<file path="src/rtl/hyperbus_arbiter.sv">
// Round-robin arbiter that shares one HyperBus controller between NREQ masters.
// The winner's command is latched and rrq/wrq stay put until the controller finishes.
//
// state  | meaning
// IDLE   | pick the next active requester round-robin once hb_busy is low
// ISSUE  | command presented, waiting for the controller to raise busy
// ACTIVE | controller running; hold rrq/wrq until busy falls
// FAULT  | timeout or controller error seen; left only through rst
`timescale 1ns/1ps
module hyperbus_arbiter #(
   parameter int NREQ        = 2,
   parameter int WIDTH       = 8,
   parameter int ACK_TIMEOUT = 15
) (
   input  logic                    clk90,
   input  logic                    rst,
   input  logic [NREQ-1:0]         req_rrq,
   input  logic [NREQ-1:0]         req_wrq,
   input  logic [NREQ-1:0]         req_reg_space,
   input  logic [NREQ*32-1:0]      req_adr,
   input  logic [NREQ*2*WIDTH-1:0] req_dat,
   output logic [NREQ-1:0]         gnt,
   output logic [NREQ-1:0]         done,
   output logic [NREQ-1:0]         err,
   output logic [2*WIDTH-1:0]      rdat,
   output logic [31:0]             hb_adr,
   output logic [2*WIDTH-1:0]      hb_dat,
   output logic                    hb_reg_space,
   output logic                    hb_rrq,
   output logic                    hb_wrq,
   input  logic                    hb_busy,
   input  logic [2*WIDTH-1:0]      hb_dat_i,
   input  logic                    hb_error,
   output logic                    fault
);

   localparam int DW = 2*WIDTH;
   localparam int IW = (NREQ > 1) ? $clog2(NREQ) : 1;
   localparam int TW = $clog2(ACK_TIMEOUT+1);
   localparam logic [TW-1:0] T_LAST = TW'(ACK_TIMEOUT-1);
   localparam logic [TW-1:0] T_MAX  = TW'(ACK_TIMEOUT);

   typedef enum logic [1:0] {S_IDLE, S_ISSUE, S_ACTIVE, S_FAULT} state_t;

   state_t          state_q;
   logic [IW-1:0]   rr_ptr_q;
   logic [IW-1:0]   win_q;
   logic [TW-1:0]   timer_q;
   logic [NREQ-1:0] gnt_q, done_q, err_q;
   logic [DW-1:0]   rdat_q, hb_dat_q;
   logic [31:0]     hb_adr_q;
   logic            hb_rs_q, hb_rrq_q, hb_wrq_q, fault_q;

   logic [NREQ-1:0] active;
   logic            win_found;
   logic [IW-1:0]   win_d;
   int              cand;
   logic            abort;

   assign active = req_rrq | req_wrq;

   // Search rr_ptr+1, rr_ptr+2, ... (mod NREQ); the first active index wins.
   always_comb begin
      win_found = 1'b0;
      win_d     = '0;
      cand      = 0;
      for (int k = 1; k <= NREQ; k++) begin
         cand = int'(rr_ptr_q) + k;
         if (cand >= NREQ) cand = cand - NREQ;
         if (!win_found && active[IW'(cand)]) begin
            win_found = 1'b1;
            win_d     = IW'(cand);
         end
      end
   end

   // A controller error beats a simultaneous busy fall; a late busy beats the timeout.
   always_comb begin
      abort = 1'b0;
      if (state_q == S_ISSUE)
         abort = hb_error || (!hb_busy && (timer_q >= T_LAST));
      else if (state_q == S_ACTIVE)
         abort = hb_error;
   end

   always_ff @(posedge clk90 or posedge rst) begin
      if (rst) begin
         state_q  <= S_IDLE;
         rr_ptr_q <= IW'(NREQ-1);
         win_q    <= '0;
         timer_q  <= '0;
         gnt_q    <= '0;
         done_q   <= '0;
         err_q    <= '0;
         rdat_q   <= '0;
         hb_adr_q <= '0;
         hb_dat_q <= '0;
         hb_rs_q  <= 1'b0;
         hb_rrq_q <= 1'b0;
         hb_wrq_q <= 1'b0;
         fault_q  <= 1'b0;
      end else begin
         done_q <= '0;
         err_q  <= '0;
         if (abort) begin
            err_q[win_q] <= 1'b1;
            gnt_q        <= '0;
            hb_rrq_q     <= 1'b0;
            hb_wrq_q     <= 1'b0;
            fault_q      <= 1'b1;
            state_q      <= S_FAULT;
            if (state_q == S_ISSUE && !hb_error) timer_q <= T_MAX;
         end else begin
            case (state_q)
               S_IDLE: begin
                  if (win_found && !hb_busy) begin
                     hb_adr_q     <= req_adr[32*win_d +: 32];
                     hb_dat_q     <= req_dat[DW*win_d +: DW];
                     hb_rs_q      <= req_reg_space[win_d];
                     hb_rrq_q     <= req_rrq[win_d];
                     hb_wrq_q     <= ~req_rrq[win_d];
                     gnt_q        <= '0;
                     gnt_q[win_d] <= 1'b1;
                     rr_ptr_q     <= win_d;
                     win_q        <= win_d;
                     timer_q      <= '0;
                     state_q      <= S_ISSUE;
                  end
               end
               S_ISSUE: begin
                  if (hb_busy) state_q <= S_ACTIVE;
                  else         timer_q <= timer_q + 1'b1;
               end
               S_ACTIVE: begin
                  if (!hb_busy) begin
                     if (hb_rrq_q) rdat_q <= hb_dat_i;
                     hb_rrq_q      <= 1'b0;
                     hb_wrq_q      <= 1'b0;
                     done_q[win_q] <= 1'b1;
                     gnt_q         <= '0;
                     state_q       <= S_IDLE;
                  end
               end
               default: begin
                  gnt_q    <= '0;
                  hb_rrq_q <= 1'b0;
                  hb_wrq_q <= 1'b0;
               end
            endcase
         end
      end
   end

   assign gnt          = gnt_q;
   assign done         = done_q;
   assign err          = err_q;
   assign rdat         = rdat_q;
   assign hb_adr       = hb_adr_q;
   assign hb_dat       = hb_dat_q;
   assign hb_reg_space = hb_rs_q;
   assign hb_rrq       = hb_rrq_q;
   assign hb_wrq       = hb_wrq_q;
   assign fault        = fault_q;

endmodule
</file>
<file path="config.mk">
export PLATFORM = sky130hd
export DESIGN_NAME = hyperbus_arbiter
export DESIGN_NICKNAME = d
export VERILOG_FILES = /design/src/rtl/hyperbus_arbiter.sv
export SDC_FILE = /design/constraint.sdc
export NUM_CORES = 1
export LEC_CHECK = 0
export ABC_AREA = 1
export ABC_CLOCK_PERIOD_IN_PS = 2850
export BUFFER_PORTS_ARGS = -buffer_cell sky130_fd_sc_hd__buf_2
export CAP_MARGIN = 30
export CORE_MARGIN = 8
export CORE_UTILIZATION = 44
export CTS_BUF_LIST = sky130_fd_sc_hd__clkbuf_4
export DETAILED_ROUTE_END_ITERATION = 8
export PLACE_DENSITY = 0.79
export RECOVER_POWER = 25
export REMOVE_ABC_BUFFERS = 1
export SYNTH_ARGS = -nofsm -noshare
export SYNTH_HDL_FRONTEND = slang
export SYNTH_SLANG_ARGS = --single-unit
</file>
<file path="constraint.sdc">
create_clock -name clk90 -period 2.85 [get_ports clk90]
set_clock_uncertainty 0.2 [all_clocks]
set_input_delay 0.4275 -clock clk90 [delete_from_list [all_inputs] [get_ports clk90]]
set_output_delay 0.4275 -clock clk90 [all_outputs]
set_load 0.05 [all_outputs]
</file>
==> impl_metrics.env <==
export IMPL_status="finished with violations"
export IMPL_violations="max-capacitance violations, max-slew violations"
export IMPL_crit_type="reg2reg"
export IMPL_synth_common_cells="307 x nand2_1, 81 x dfrtp_1, 65 x o21ai_0, 21 x inv_1, 13 x nor2_1"
export IMPL_max_cap_violations=1
export IMPL_clock_fmax_mhz=409
export IMPL_port_buffers=194
export IMPL_cp_end_kind="flop"
export IMPL_ys_warn_count=0
export IMPL_yosys_area_top_type="dfrtp_1"
export IMPL_synth_top_area_share_pct=48.5
export IMPL_finalCriticalPeriod_ns=2.45
export IMPL_cp_required_ns=3.00
export IMPL_insertion_delay_ns=0.42
export IMPL_grt_pass1_vias=4250
export IMPL_p_total_mw=6.28
export IMPL_crit_fanout=53
export IMPL_use_met1_pct=22.0
export IMPL_die_h_um=113
export IMPL_reg2reg_depth=10
export IMPL_holdPathStages=3
export IMPL_syn_inst=563
export IMPL_place_congestion=0.849
export IMPL_finalNetCount=886
export IMPL_wire_per_inst_um=13.6
export IMPL_hp_class="in2reg"
export IMPL_min_period_over_period_pct=85.8
export IMPL_ys_flop_type="dfrtp_1"
export IMPL_via_count=4203
export IMPL_slowest_stage="dfrtp_1"
export IMPL_grtUsageMet2_pct=32.4
export IMPL_cts_buffers=9
export IMPL_gr_usage_all_layers_pct=19.3
export IMPL_synth_mux_area_share_pct=0
export IMPL_drt_iter0_markers=280
export IMPL_synth_compound_area_share_pct=9.65
export IMPL_ant_nets=0
export IMPL_ctsRootBufferMaster="clkbuf_4"
export IMPL_htreeDepth=3
export IMPL_maxSlewHeadroom_pct=-0.893
export IMPL_yosys_area_share_adder_pct=1.80
export IMPL_hold_end="rdat[11]$_DFFE_PP0P_"
export IMPL_cts_sink_count=82
export IMPL_synth_edff_count=0
export IMPL_ys_ff_latch=82
export IMPL_powerDensity_nw_per_um2=1140
export IMPL_dieWidth_um=113
export IMPL_crit_reg2reg_launch="state_q[1]$_DFFE_PP0P_"
export IMPL_met3_usage_pct=7.24
export IMPL_yosysMostFrequentCell="nand2_1"
export IMPL_synth_avg_cell_area_sq_um=7.42
export IMPL_yosysUniqueCellTypes=28
export IMPL_dr_pass1_iters=4
export IMPL_initial_utilization_pct=45.2
export IMPL_antenna_found_initial=2
export IMPL_max_stage_delay_ns=0.42
export IMPL_io_pins=196
export IMPL_synthToLayoutAreaGrowth_pct=31.9
export IMPL_post_route_util_pct=59.6
export IMPL_r2r_setup_slack_ns=0.40
export IMPL_synth_cell_area_sq_um=4180
export IMPL_rows=35
export IMPL_setup_viol_count_final=0
export IMPL_grt_pass1_wl_mm=20.2
export IMPL_hold_start="hb_dat_i[11]"
export IMPL_synth_xor_area_share_pct=0
export IMPL_hold_viol_final=0
export IMPL_rr_endpoint="hb_adr[8]$_DFFE_PP0P_"
export IMPL_rsz0062_at_grt="no"
export IMPL_synth_area_leaders="dfrtp_1 49%, nand2_1 28%, o21ai_0 7.8%"
export IMPL_hpwlAfterDp_mm=8.88
export IMPL_gr_max_usage_layer="met2"
export IMPL_synth_top_family_by_area="simple AND/OR/NAND/NOR gates"
export IMPL_arrival_ns=2.60
export IMPL_clkTransAtPathRegs_ns=0.13
export IMPL_die_area_sq_um=12900
export IMPL_via_per_inst=4.71
export IMPL_coreArea_sq_um=9240
export IMPL_maxSlewViolCount=34
export IMPL_grt_overflow=0
export IMPL_ys_async_sr_fraction_pct=100
export IMPL_critPathLaunchType="flop"
export IMPL_drive_above_1_share_pct=30.0
export IMPL_post_cts_buffers=0
export IMPL_worst_slew_pin_slew_ns=1.51
export IMPL_cts_tree="built"
export IMPL_yosys_area_share_simple_pct=33.8
export IMPL_power_leakage_nw=3.27
export IMPL_grt_max_degree=54
export IMPL_drc=0
export IMPL_seq_area_frac_synth_pct=49.2
export IMPL_ir_drop_v=0.000620
export IMPL_clk_path_buf_depth=2
export IMPL_routed_wl_mm=12.1
export IMPL_worstPathCellList="inv_1 -> ha_1 -> inv_1 -> nand2_2 -> nand2_8 -> nand2_8 -> nor2_8 -> buf_12 -> nand2_1 -> nand2_1"
## logic make-up after synthesis
| logic type | after synthesis |
|---|---|
| buffers and inverters | 51 |
| flip-flops | 82 |
| adder cells (fa/ha/maj) | 6 |
| AO/OA/AOI/OAI | 80 |
| AND/OR/NAND/NOR | 344 |
## worst max-delay path: cells and delay by family (launching register included)
kind                       cells  cell delay (ns)
and+or+nand+nor                6             1.02
buffers and inverters          3             0.47
DFF                            1             0.42
adders and majority gates      1             0.26
## metal layers
metal,vias to the layer above,part of all wire (%)
li1,2144,-
met3,17,9.5
met2,169,47
met4,2,1.5
met5,-,0.066
met1,1871,42
## repair_timing
| item | CTS | global route |
|---|---|---|
| hold endpoints to repair | 46 | 0 |
| resized for setup | 0 | 0 |
| hold buffers | 14 | 0 |
## stage by stage
step           TNS, ns  area (sq um)  cells  hold WS [ns]  setup WS [ns]
2_1_floorplan   -40.16          4030    535         0.226         -0.768
3_3_place_gp         0          5230    862         0.249          0.505
3_5_place_dp         0          5230    862         0.245          0.410
4_1_cts              0          5500    892       0.00554          0.369
5_1_grt              0          5510    893       0.00263          0.210
6_report             0          5510    893        0.0329          0.405
## worst max-delay path by stage
| stage | start | to | slack (ns) | depth (start not counted) |
|---|---|---|---|---|
| 3_3_place_gp | state_q[1]$_DFFE_PP0P_ | hb_dat[9]$_DFFE_PP0P_ | 0.50 | 10 |
| 4_1_cts | state_q[1]$_DFFE_PP0P_ | hb_adr[8]$_DFFE_PP0P_ | 0.37 | 10 |
| 6_report | state_q[1]$_DFFE_PP0P_ | hb_adr[8]$_DFFE_PP0P_ | 0.40 | 10 |
| 2_1_floorplan | req_wrq[0] | hb_adr[10]$_DFFE_PP0P_ | -0.77 | 6 |
| 3_5_place_dp | state_q[1]$_DFFE_PP0P_ | hb_adr[24]$_DFFE_PP0P_ | 0.41 | 10 |
| 5_1_grt | state_q[1]$_DFFE_PP0P_ | hb_adr[8]$_DFFE_PP0P_ | 0.21 | 10 |
## report_power, final
| group | leakage, nW | total (mW) | switching [mW] | internal [mW] |
|---|---|---|---|---|
| clock | 0.0675 | 0.661 | 0.391 | 0.270 |
| sequential | 1.05 | 1.89 | 0.246 | 1.64 |
| combinational | 2.15 | 3.73 | 2.87 | 0.858 |
## sequential cells by signal, indices dropped and copies added, names as in the netlist
signal,cells
done,2
err,2
fault,1
gnt,2
hb_adr,32
hb_dat,16
hb_reg_space,1
hb_rrq,1
hb_wrq,1
rdat,16
rr_ptr_q,1
state_q,2
timer_q,4
win_q,1
## cells in the final DEF, fill, tap and decap left out, types with 3 or more instances in the layout
cell type      count
dfrtp_1           81
o21ai_1            9
nor2_1            13
buf_2            194
ha_1               6
nand4_1            3
nand3_1            8
dlygate4sd3_1     14
clkbuf_4          10
o21ai_0           65
a21oi_1            4
nand2_1          307
inv_1             20
## area by class of cell
cell class | count | area, sq um
clock inverters | 6 | 57.6
diodes | 1 | 2.50
inverters | 23 | 87.6
flip-flops and latches | 82 | 2050
clock buffers | 10 | 75.1
fillers | 872 | 3730
well taps | 129 | 161
repair buffers | 212 | 1170
multi-input cells | 430 | 1900
Note: power is estimated with default switching activity, not from simulation.
